===== config.mk =====
export PLATFORM = sky130hd
export DESIGN_NAME = half_adder
export DESIGN_NICKNAME = d
export VERILOG_FILES = /design/src/rtl/half_adder_pkg.sv /design/src/rtl/half_adder_bit.sv /design/src/rtl/half_adder.sv
export SDC_FILE = /design/constraint.sdc
export NUM_CORES = 1
export LEC_CHECK = 0
export CAP_MARGIN = 10
export CORE_AREA = 2 2 39 41
export CTS_BUF_LIST = sky130_fd_sc_hd__clkbuf_4
export CTS_CLUSTER_DIAMETER = 30
export DETAILED_ROUTE_END_ITERATION = 8
export DIE_AREA = 0 0 41 43
export GPL_TIMING_DRIVEN = 0
export HOLD_SLACK_MARGIN = 0.06
export SYNTH_ARGS = -nofsm -noshare
export SYNTH_HDL_FRONTEND = slang
export SYNTH_SLANG_ARGS = --single-unit

===== constraint.sdc =====
create_clock -name clk -period 1 [get_ports clk]
set_input_delay 0.2 -clock clk [delete_from_list [all_inputs] [get_ports clk]]
set_output_delay 0.2 -clock clk [all_outputs]
set_load 0.05 [all_outputs]

===== src/rtl/half_adder_pkg.sv =====
// Shared constants for the half adder slice.
// Holds the default lane count and the reset value of the output registers.
package half_adder_pkg;

    localparam int   DEFAULT_WIDTH = 1;
    localparam logic RST_VAL       = 1'b0;

endpackage : half_adder_pkg


===== src/rtl/half_adder_bit.sv =====
// Single-lane half adder cell: sum = a ^ b, carry = a & b.
module half_adder_bit (
    input  logic a,
    input  logic b,
    output logic sum,
    output logic carry
);

    assign sum   = a ^ b;
    assign carry = a & b;

endmodule : half_adder_bit


===== src/rtl/half_adder.sv =====
// WIDTH-lane bitwise half adder with combinational taps and an optional
// one-cycle output register stage qualified by in_valid.
module half_adder
    import half_adder_pkg::*;
#(
    parameter int WIDTH      = DEFAULT_WIDTH,
    parameter bit REGISTERED = 1'b1
) (
    input  logic             clk,
    input  logic             rst,
    input  logic             in_valid,
    input  logic [WIDTH-1:0] a,
    input  logic [WIDTH-1:0] b,
    output logic [WIDTH-1:0] sum,
    output logic [WIDTH-1:0] carry,
    output logic             out_valid,
    output logic [WIDTH-1:0] sum_comb,
    output logic [WIDTH-1:0] carry_comb
);

    logic [WIDTH-1:0] sum_q;
    logic [WIDTH-1:0] carry_q;
    logic             valid_q;

    for (genvar i = 0; i < WIDTH; i++) begin : g_lane
        half_adder_bit u_bit (
            .a     (a[i]),
            .b     (b[i]),
            .sum   (sum_comb[i]),
            .carry (carry_comb[i])
        );
    end

    // Reset has priority over capture; without in_valid the result is held.
    always_ff @(posedge clk) begin
        if (rst) begin
            sum_q   <= {WIDTH{RST_VAL}};
            carry_q <= {WIDTH{RST_VAL}};
            valid_q <= RST_VAL;
        end else begin
            if (in_valid) begin
                sum_q   <= sum_comb;
                carry_q <= carry_comb;
            end
            valid_q <= in_valid;
        end
    end

    assign sum       = REGISTERED ? sum_q   : sum_comb;
    assign carry     = REGISTERED ? carry_q : carry_comb;
    assign out_valid = REGISTERED ? valid_q : in_valid;

endmodule : half_adder


* Yosys cells after proc, flatten, opt, wreduce, memory -nomap -nowiden
Cells that the tools add are included.
Word-level totals: register bits after elaboration 3, input port bits 5, output and inout bits 5
Cells by class: bitwise operators 2
Operators by type and width (count):
- AND 1 bit | 1
- bitwise XOR 1 bit | 1

* Logic depth before layout (Yosys ltp)
depth after elaboration 1, mapped depth 3, depth with buffers taken out 3

* Modules after synthesis
A second synthesis with hierarchy kept.
Unflattened totals: cells, all modules 9, area total of the unflattened synthesis 106.4 um^2
Modules (own cells, without submodules):
- half_adder | cells each 8, area each 93.8 um^2, times used 1, sequential area each 60.1 um^2
- half_adder_bit | cells each 1, area each 12.5 um^2, times used 1, sequential area each 0.0 um^2

* Least setup slack after synthesis
No wires, ideal clock.
path type input to register, from input port a, to register sum_q (netlist: sum), setup slack -0.043 ns, stages on the path 3, required time 0.884 ns, library setup time 0.116 ns, arrival 0.927 ns, buffers on the path 0, cells stage by stage ha_1 > mux2i_1 > nor2_1
On the way: cells in the longest elaborated chain, start to end 1
RTL lines:
- start, declared | line half_adder.sv:12 | input logic [WIDTH-1:0] a,
- bitwise XOR 1 bit | line half_adder_bit.sv:9 | assign sum = a ^ b;
- end signal, assigned | line half_adder.sv:37 | sum_q <= {WIDTH{RST_VAL}};
- end signal, assigned | line half_adder.sv:42 | sum_q <= sum_comb;
- end, declared | line half_adder.sv:21 | logic [WIDTH-1:0] sum_q;
Every way passes these cells. A chain may end at the register's enable or synchronous reset.

* Final worst setup path
from register valid_q (netlist: out_valid), to output port out_valid
RTL lines:
- start, declared | line half_adder.sv:23 | logic valid_q;
- start signal, assigned | line half_adder.sv:45 | valid_q <= in_valid;
- end, declared | line half_adder.sv:16 | output logic out_valid,
No word-level cell between the ends.

==> out/results.ini <==
[grt]
antenna_found_initial=0
grt_first_pass_wirelength_um=372
grt_pass1_vias=93
grt_usage_pct=4.213
grt_max_degree=4
grt_overflow=0

[pwr]
power.density_nw_per_um2=1948
ir_drop_mv=0.3021
power.leakage_nw=0.1134

[timing]
period_needed_ns=0.9707
finalHoldViolCount=0
rsz0062_at_grt=no
maxSlewHeadroom_pct=83.58
setup_viol_count_final=0
period_share_pct=97.07
setup_tns_ns=0
fin_skew_ns=0
fin_hold_ws_ns=0.3685
slew_viol_final=0
max_freq_mhz=1030
tightest_slew_ns=0.2480

[synth]
yosys_warnings=0
syn_area_um2=106.4
synth.distinct_cells=5
syn_nets=15
syn_inst=9
avgSynthCellArea_um2=11.82
synth-seq-cells=3
yosysSeqAreaShare_pct=56.47

[worst_setup_path]
required_ns=0.80
cp.arrival_ns=0.77
crit_path_top_delay_cell=dfxtp_1
crit_chain=buf_2
path_class=flop to output pin
critPathBufInv=1
crit_fanout=1
cp_slowest_stage_delay_ns=0.29
crit_path_end_kind=output pin
timing.critical_path.max_delay_family=flip-flops
startpoint_type=flop

[detailed_routing]
via_per_inst=2.684
firstDrtPassIters=4
via_count=102
routed_wl_um=272
drt_iter0_drc=3
antenna_left=0
drc=0
wire_per_inst_um=7.158

[clock_network]
cts_root_buf=clkbuf_4
numCtsBuffers=3
cts_tree=done
path_clk_slew_ns=0.04
htree_levels=1
ctsHoldBuffers=0
cts_sinks=3
cts_setup_buffers=0
clk_latency_ns=0.23
cts_buffer_depth=2

[place]
portBuffers=9
routabilityCongestion=0.4915
place_inst=34

[finish]
final_util_pct=17.72
area_growth_pct=130.6
fin_cells=38
drive_above_1_share_pct=54.55
finalNetCount=29
diodes=0

[die]
die_area_um2=1763
fp.dieW_um=41
initial_core_util_pct=7.685
die_y_um=43
rows=14
core-area_um2=1384
ioPinCount=10

[flow_run]
drv_cap=0

[hold_path]
hp-class=primary input to flop

[outcome]
status=finished clean

[final timing paths]
kind                                            to  cells after the start  slack [ns]                 start
worst max-delay path                     out_valid                      1        0.03  out_valid$_SDFF_PP0_
worst min-delay path            carry$_SDFFE_PP0P_                      4        0.37                     a
worst max register to register    sum$_SDFFE_PP0P_                      2        0.41      sum$_SDFFE_PP0P_
worst min register to register  carry$_SDFFE_PP0P_                      2        0.49    carry$_SDFFE_PP0P_
[power by group]
part | total (mW) | internal (mW) | switching, mW | leakage, nW
sequential | 0.130 | 0.127 | 0.00293 | 0.0248
clock | 0.235 | 0.176 | 0.0590 | 0.0184
combinational | 0.112 | 0.0457 | 0.0665 | 0.0702
[layer usage]
metal,track usage (%),routed length [um],vias to the layer above
met5,0,0,-
met4,6.000,0,0
met3,4.712,61,0
met2,2.188,58,10
met1,5.449,152,36
li1,-,-,56
[what timing repair did]
| action | in CTS | in global routing |
|---|---|---|
| pin swaps | 0 | 1 |
| endpoints found under the setup margin | 6 | 1 |
| resized for setup | 35 | 4 |
[layout make-up]
type / count / area, um^2
fillers: 157 / 1139
repair buffers: 9 / 76.32
flip-flops and latches: 3 / 60.06
multi-input cells: 6 / 58.81
clock buffers: 4 / 30.03
well taps: 16 / 20.02
[logic make-up after synthesis]
logic type	Yosys count	share of synthesized area [%]
DFF	3	56.47
and+or+nand+nor	3	12.95
muxes	2	18.82
adders and majority gates	1	11.76
[sequential cells by signal, indices dropped and copies added (netlist names)]
register / flops
carry: 1
out_valid: 1
sum: 1
[synth_stat cells]
cell     instances  area share (%)
nor2_1           2             7.1
ha_1             1              12
nor2b_1          1             5.9
mux2i_1          2              19
dfxtp_1          3              56
[cell usage in the layout, fill, tap and decap left out]
cell and n:
buf_8 1, mux2i_1 2, clkbuf_2 2, clkbuf_4 4, dfxtp_1 3, clkdlybuf4s50_1 2, buf_6 1, nor2b_1 1
nor2_1 2, ha_4 1, buf_4 2, buf_2 1
[through the flow]
stage               power (mW)  worst slack [ns]  instance area (um^2)
detailed placement      0.2387           -0.9456                 219.0
floorplan               0.1972           0.06670                 108.9
global placement        0.2392           -0.9582                 219.0
finish                  0.4778           0.02933                 245.2
global route            0.5127         0.0007275                 245.2
CTS                     0.4950          -0.08481                 252.7
(Power assumes the default switching activity.)
